`config.mk`:
```
export PLATFORM = sky130hd
export DESIGN_NAME = param_updown_counter
export DESIGN_NICKNAME = d
export VERILOG_FILES = /design/src/rtl/counter_pkg.sv /design/src/rtl/cnt_next_calc.sv /design/src/rtl/param_updown_counter.sv
export SDC_FILE = /design/constraint.sdc
export NUM_CORES = 1
export LEC_CHECK = 0
export ABC_AREA = 1
export BUFFER_PORTS_ARGS = -buffer_cell sky130_fd_sc_hd__buf_2
export CORE_MARGIN = 4
export CORE_UTILIZATION = 30
export DETAILED_ROUTE_END_ITERATION = 10
export SLEW_MARGIN = 10
export SYNTH_ARGS = -nofsm -noshare
export SYNTH_HDL_FRONTEND = slang
export SYNTH_SLANG_ARGS = --single-unit
export TNS_END_PERCENT = 30
```
`constraint.sdc`:
```
create_clock -name clk -period 1.2 [get_ports clk]
set_input_delay 0.24 -clock clk [delete_from_list [all_inputs] [get_ports clk]]
set_output_delay 0.24 -clock clk [all_outputs]
set_load 0.1 [all_outputs]
```
`src/rtl/counter_pkg.sv`:
```
// counter_pkg: shared constants and the next-count helper for the
// parametrised up/down counter family.
//
// Contents:
//   CNT_DIR_UP / CNT_DIR_DN       encodings for the up_dn input
//   CNT_MODE_WRAP / CNT_MODE_SAT  encodings for the sat_mode input
//   cnt_step_t                    result of one step: next value + boundary flag
//   cnt_next()                    one-step next-value and boundary detection
//
// cnt_next works on CNT_W_MAX-bit operands so that one function serves
// every counter width; callers zero-extend their count on the way in and
// truncate the value on the way out (counters are limited to 32 bits).
package counter_pkg;

  localparam int CNT_W_MAX = 32;

  localparam logic CNT_DIR_UP    = 1'b1;
  localparam logic CNT_DIR_DN    = 1'b0;
  localparam logic CNT_MODE_WRAP = 1'b0;
  localparam logic CNT_MODE_SAT  = 1'b1;

  typedef struct packed {
    logic                 boundary;  // step hit MAX_VAL (up) or 0 (down)
    logic [CNT_W_MAX-1:0] value;     // count after the step
  } cnt_step_t;

  function automatic cnt_step_t cnt_next(
    input logic [CNT_W_MAX-1:0] count,
    input logic                 up_dn,
    input logic                 sat_mode,
    input logic [CNT_W_MAX-1:0] max_val
  );
    cnt_step_t r;
    r.boundary = 1'b0;
    r.value    = count;
    if (up_dn == CNT_DIR_UP) begin
      // >= rather than == keeps the result in range even for a count that
      // somehow sits above max_val.
      if (count >= max_val) begin
        r.boundary = 1'b1;
        r.value    = (sat_mode == CNT_MODE_SAT) ? max_val : '0;
      end else begin
        r.value = count + 1'b1;
      end
    end else begin
      if (count == '0) begin
        r.boundary = 1'b1;
        r.value    = (sat_mode == CNT_MODE_SAT) ? '0 : max_val;
      end else begin
        r.value = count - 1'b1;
      end
    end
    return r;
  endfunction

endpackage

```
`src/rtl/cnt_next_calc.sv`:
```
// cnt_next_calc: combinational next-value and boundary detection for one
// counting step of param_updown_counter.
//
// Parameters: WIDTH (count width, 2..32), MAX_VAL (highest count value).
// Ports:
//   count     in   WIDTH  current registered count
//   up_dn     in   1      1 = up, 0 = down
//   sat_mode  in   1      1 = saturate at boundary, 0 = wrap
//   next_val  out  WIDTH  count after one enabled step
//   boundary  out  1      this step is a boundary step (drives tc)
module cnt_next_calc
  import counter_pkg::*;
#(
  parameter int WIDTH   = 4,
  parameter int MAX_VAL = 2**WIDTH - 1
) (
  input  logic [WIDTH-1:0] count,
  input  logic             up_dn,
  input  logic             sat_mode,
  output logic [WIDTH-1:0] next_val,
  output logic             boundary
);

  localparam logic [CNT_W_MAX-1:0] MAX_W = MAX_VAL;

  cnt_step_t step;

  assign step     = cnt_next(CNT_W_MAX'(count), up_dn, sat_mode, MAX_W);
  // Upper bits are always zero because value never exceeds MAX_VAL.
  assign next_val = WIDTH'(step.value);
  assign boundary = step.boundary;

endmodule

```
`src/rtl/param_updown_counter.sv`:
```
// param_updown_counter: parametrised up/down counter over 0..MAX_VAL with
// enable, synchronous parallel load (clamped to MAX_VAL), wrap or saturate
// mode and a registered terminal-count pulse. Instances cascade tc -> en.
//
// Parameters: WIDTH (2..32), MAX_VAL (1..2**WIDTH-1), RST_VAL (0..MAX_VAL).
// Ports:
//   clk         in   1      rising-edge clock
//   rst         in   1      synchronous reset, active-high, overrides all
//   en          in   1      count enable, one step per enabled cycle
//   up_dn       in   1      1 = up, 0 = down
//   sat_mode    in   1      1 = saturate, 0 = wrap
//   load        in   1      synchronous parallel load strobe (beats en)
//   load_val    in   WIDTH  value to load, clamped to MAX_VAL
//   count       out  WIDTH  registered count
//   tc          out  1      registered terminal-count pulse
//   at_max      out  1      count == MAX_VAL (combinational)
//   at_min      out  1      count == 0 (combinational)
//   ovf_clr     in   1      clear ovf_sticky (only with the macro below)
//   ovf_sticky  out  1      sticky boundary flag (only with the macro below)
//
// Optional feature macro: PARAM_UPDOWN_COUNTER_OVF_STICKY_EN adds the
// ovf_clr / ovf_sticky pair; without it those ports and the flag are absent.
//
// Edge priority: rst > load > en > hold.
module param_updown_counter
  import counter_pkg::*;
#(
  parameter int WIDTH   = 4,
  parameter int MAX_VAL = 2**WIDTH - 1,
  parameter int RST_VAL = 0
) (
  input  logic             clk,
  input  logic             rst,
  input  logic             en,
  input  logic             up_dn,
  input  logic             sat_mode,
  input  logic             load,
  input  logic [WIDTH-1:0] load_val,
`ifdef PARAM_UPDOWN_COUNTER_OVF_STICKY_EN
  input  logic             ovf_clr,
  output logic             ovf_sticky,
`endif
  output logic [WIDTH-1:0] count,
  output logic             tc,
  output logic             at_max,
  output logic             at_min
);

  localparam logic [WIDTH-1:0] MAX_C = WIDTH'(MAX_VAL);
  localparam logic [WIDTH-1:0] RST_C = WIDTH'(RST_VAL);

  logic [WIDTH-1:0] next_val;
  logic             boundary;
  logic [WIDTH-1:0] load_clamped;
  logic             tc_set;

  cnt_next_calc #(
    .WIDTH   (WIDTH),
    .MAX_VAL (MAX_VAL)
  ) u_next (
    .count    (count),
    .up_dn    (up_dn),
    .sat_mode (sat_mode),
    .next_val (next_val),
    .boundary (boundary)
  );

  // A load above MAX_VAL would put the counter out of range; pin it to MAX_VAL.
  assign load_clamped = (load_val > MAX_C) ? MAX_C : load_val;

  // tc is being set this edge: an enabled boundary step that load does not override.
  assign tc_set = !load && en && boundary;

  always_ff @(posedge clk) begin
    if (rst) begin
      count <= RST_C;
      tc    <= 1'b0;
    end else if (load) begin
      count <= load_clamped;
      tc    <= 1'b0;
    end else if (en) begin
      count <= next_val;
      tc    <= boundary;
    end else begin
      tc    <= 1'b0;
    end
  end

`ifdef PARAM_UPDOWN_COUNTER_OVF_STICKY_EN
  // Set beats clear so a boundary in the clearing cycle is not lost.
  always_ff @(posedge clk) begin
    if (rst) begin
      ovf_sticky <= 1'b0;
    end else if (tc_set) begin
      ovf_sticky <= 1'b1;
    end else if (ovf_clr) begin
      ovf_sticky <= 1'b0;
    end
  end
`else
  // Without the sticky flag tc_set has no consumer beyond documenting intent.
  logic tc_set_unused;
  assign tc_set_unused = tc_set;
`endif

  assign at_max = (count == MAX_C);
  assign at_min = (count == '0);

endmodule

```
# ---- Yosys cells after proc, flatten, opt, wreduce, memory -nomap -nowiden
# Index checks and enable logic that the tools add are counted.
dict set report totals {
  wordCells 21
  out_inout_bits 7
  reg_bits 5
  inputBits 10
}
dict set report op_classes {
  add_sub_neg 2
  magnitude_cmp 2
  bitwise_logic 1
  n_mux 10
  eq_ne 1
  n_reduce_logical 3
}
# op count
set ops {}
lappend ops {{2-to-1 mux 33 bit} 1}
lappend ops {{2-to-1 mux 32 bit} 1}
lappend ops {{2-to-1 mux 4 bit} 5}
lappend ops {{adder 4 x 1 -> 5 bit (second input constant)} 1}
lappend ops {{2-to-1 mux 5 bit} 1}
lappend ops {{subtractor 4 x 1 -> 5 bit (second input constant)} 1}
lappend ops {{== test 4 bit (second input constant)} 1}
lappend ops {{greater-or-equal comparator 4 bit (second input constant)} 1}
lappend ops {{greater-than comparator 4 bit (second input constant)} 1}
lappend ops {{logical NOT 4 bit} 1}
lappend ops {{OR reduction 3 bit} 1}
lappend ops {{2-to-1 mux 1 bit} 2}
lappend ops {{nonzero test 2 bit} 1}
lappend ops {{NOT 1 bit} 1}

# ---- Logic depth before layout (Yosys ltp)
dict set report logic_depth {
  depth_word 5
  depth_mapped 11
  mapped_depth_nobuf 11
}

# ---- By module
# From an unflattened synthesis, not the netlist that was laid out.
dict set report hier_totals {
  cells_unflattened 89
  hier_area_um2 485.5
}
# mod area_each_um2 cells_each n_inst seq_area_each_um2
set by_module_without_submodules {}
lappend by_module_without_submodules {cnt_next_calc 247.7 51 1 0.0}
lappend by_module_without_submodules {param_updown_counter 237.7 38 1 100.1}

# ---- Worst setup path before layout
# No wires, ideal clock.
dict set report synth_timing {
  path_kind {register to output}
  start {reg count[1]}
  end {out at_max}
  path_slack_ns -1.215
  t_required_ns 0.960
  path_stages_with_launch 4
  t_arrival_ns 2.175
  path_buffers 0
  path_cell_list {dfxtp_1 -> ha_1 -> nand3_4 -> inv_1}
}
dict set report synth_between {
  elab_chain_cells 1
}
# element line
set synth_lines {}
lappend synth_lines {{start, declared} param_updown_counter.sv:43} ;# output logic [WIDTH-1:0] count,
lappend synth_lines {{start signal, assigned} param_updown_counter.sv:79} ;# count <= load_clamped;
lappend synth_lines {{start signal, assigned} param_updown_counter.sv:82} ;# count <= next_val;
lappend synth_lines {{== test 4 bit} param_updown_counter.sv:106} ;# assign at_max = (count == MAX_C);
lappend synth_lines {{end, declared} param_updown_counter.sv:45} ;# output logic at_max,
# No other way between the ends.

# ---- Final worst setup path
dict set report layout_timing {
  start {reg count[1]}
  end {out at_min}
}
dict set report layout_between {
  elab_chain_cells 1
}
# element line
set layout_lines {}
lappend layout_lines {{logical NOT 4 bit} param_updown_counter.sv:107} ;# assign at_min = (count == '0);
lappend layout_lines {{end, declared} param_updown_counter.sv:46} ;# output logic at_min
# No other way between the ends.

==> flow_summary.toml <==
[placement]
place_inst = 116
place_hpwl_mm = 1.14
gp_congestion = 0.804
portBuffers = 16
dpl-instance-area_um2 = 779

[logic_synthesis]
ys_warn_count = 0
ys.flop_type = "dfxtp_1"
syn_inst = 77
synth.area.top_cells = "dfxtp_1, nand2_1, inv_1, nor2_1, a21oi_1"
synth_common_cells = "nand2_1, inv_1, nor2_1"
synth_top_area_frac = 0.213
syn_area_um2 = 470
ys_seq_area_frac = 0.213
ys_types = 19
synthArstFlopShare = 0
yosysMostFrequentCell = "nand2_1"
avgSynthCellArea_um2 = 6.11
ys_ff_latch = 5
synth_edf_count = 0
syn-num-nets = 89
synth_top_area_cell = "dfxtp_1"

[die]
rows = 14
die_area_um2 = 2270
dieWidth_um = 47.6
initial_core_util = 0.316
core_um2 = 1490
ios = 17
die_h_um = 47.6

[cts]
clock_latency_ns = 0.25
clock_sinks = 5
clockRootBuffer = "clkbuf_4"
clk_pin_slew_ns = 0.04
h-tree-depth = 1
cts_tree = "done"
cts_max_path_buffers = 2
cts_buffers = 3

[setup_path]
cp-end-kind = "output pin"
arrival_ns = 1.16
ff2ff_setup_slack_ns = -0.14
r2r-start = "count[2]"
cp_max_fo = 4
startpoint_type = "flip-flop"
r2r_cells = 7
crit_type = "flip-flop to output pin"
cp_data_required_time_ns = 0.96
reg2reg_to = "count[1]"

[detailed_routing]
routed_wl_mm = 1.47
route.detailed.drc = 0
ant_nets = 0
num_vias = 606
wire_per_inst_um = 11.9
drt-initial-drc-count = 12
dr.pass1.iters = 2
via_per_inst = 4.89

[timing]
slew_viol_final = 0
finalClockSkew_ns = 0.00348
setup_ws_ns = -0.204
clock.fmax_mhz = 712
relSlewSlack = 0.789
setup_tns_ns = -0.819
hold_viol = 0
rsz0062_at_grt = "yes"
tightest_slew_ns = 0.315
post-route-period-util = 1.17
fin_crit_ns = 1.40
setup_viol = 7

[power]
switchingPower_mw = 0.397
p_int_mw = 0.511
power_mw = 0.908
seqPwrFrac = 0.232
ir_drop_mv = 0.848
combPwrFrac = 0.547
p_sw_frac = 0.437
clkPwrFrac = 0.221
power.density_nw_per_um2 = 1050
p_leak_nw = 0.393

[global_routing]
grt_first_pass_wirelength_mm = 2.15
antenna_found_initial = 0
grtUsageTotal = 0.136
grt_pass1_vias = 530
grt_max_degree = 10
gr-total-overflow = 0

[finish]
areaGrowthSynthToFinish_pct = 84.3
final_cells = 124
fin_nets = 121
design_area_um2 = 867
diodes = 0
layout-drive-gt1-share = 0.481

[outcome]
status = "finished, violations left"
failed_checks = "negative setup slack"

[job]
drv_cap = 0

[worst_hold_path]
hold_path_class = "input port to flip-flop"
holdPathStages = 2
whs_endpoint = "count[3]"
worstHoldStart = "rst"
[per-stage QoR]
stage / hold slack (ns) / util / setup slack, ns
finish: 0.175 / 0.582 / -0.204
global route: 0.177 / 0.582 / -0.244
CTS: 0.168 / 0.565 / -0.208
detailed placement: 0.426 / 0.524 / -0.0542
global placement: 0.422 / 0.524 / -0.0606
floorplan: 0.293 / - / -0.327
[state kept, by name, summed over array words and instances, names as in the netlist]
register,cells
count,4
tc,1
[cells in the final DEF (no fill, tap or decap), drive strengths merged]
cell type,count
o221ai,1
inv,9
clkinvlp,2
o21ai,6
nor3,1
nor2,11
nand2,21
nand4,3
xor2,1
a21oi,7
o31ai,1
dfxtp,5
nand3,6
clkbuf,4
ha,2
buf,28
[what timing repair did]
action	CTS	global route
hold buffers	0	0
setup buffers	3	1
pin swaps	1	1
resized for setup	4	8
setup endpoints to repair	8	10
[power by group through the flow]
stage                     clock network (mW)  logic [mW]  registers, mW
after floorplan                            0       0.198          0.303
after global placement                     0       0.457          0.211
after detailed placement                   0       0.458          0.212
after CTS                              0.204       0.482          0.211
after global routing                   0.220       0.529          0.212
final                                  0.201       0.497          0.210
[metal layers]
layer / global-route usage / vias up / routed length [um]
met3: 0.0489 / 4 / 85
met2: 0.238 / 12 / 764
li1: - / 316 / -
met5: 0 / - / 0
met1: 0.159 / 274 / 596
met4: 0.0323 / 0 / 24
[area by class of cell]
cell class	instances	area [um^2]
Multi-Input combinational cell	60	368
Clock buffer	4	26.3
Timing Repair Buffer	28	287
Fill cell	146	622
Tap cell	16	20.0
Sequential cell	5	115
Inverter	11	51.3
[how the worst max path moves through the flow]
stage	cells past startpoint	endpoint	start	slack, ns
2_1_floorplan	4	at_min	count[0]	-0.33
3_3_place_gp	8	count[1]	count[1]	-0.06
3_5_place_dp	8	count[1]	count[1]	-0.05
4_1_cts	5	at_min	count[1]	-0.21
5_1_grt	5	at_min	count[0]	-0.24
6_report	5	at_min	count[1]	-0.20
[cells by family after synthesis]
logic type	Yosys count	share of synthesized area
AND/OR/NAND/NOR	42	0.423
adder cells (fa/ha/maj)	2	0.0532
XOR/XNOR	1	0.0186
flip-flops	5	0.213
AO/OA/AOI/OAI	15	0.181
buffers and inverters	12	0.112
[worst max-delay path: stages, from the launching register on]
cell        delay [ns]
dfxtp_4           0.37
inv_2             0.05
ha_4              0.17
nand2_4           0.07
clkinvlp_4        0.09
buf_12            0.17
(Power assumes the default switching activity.)
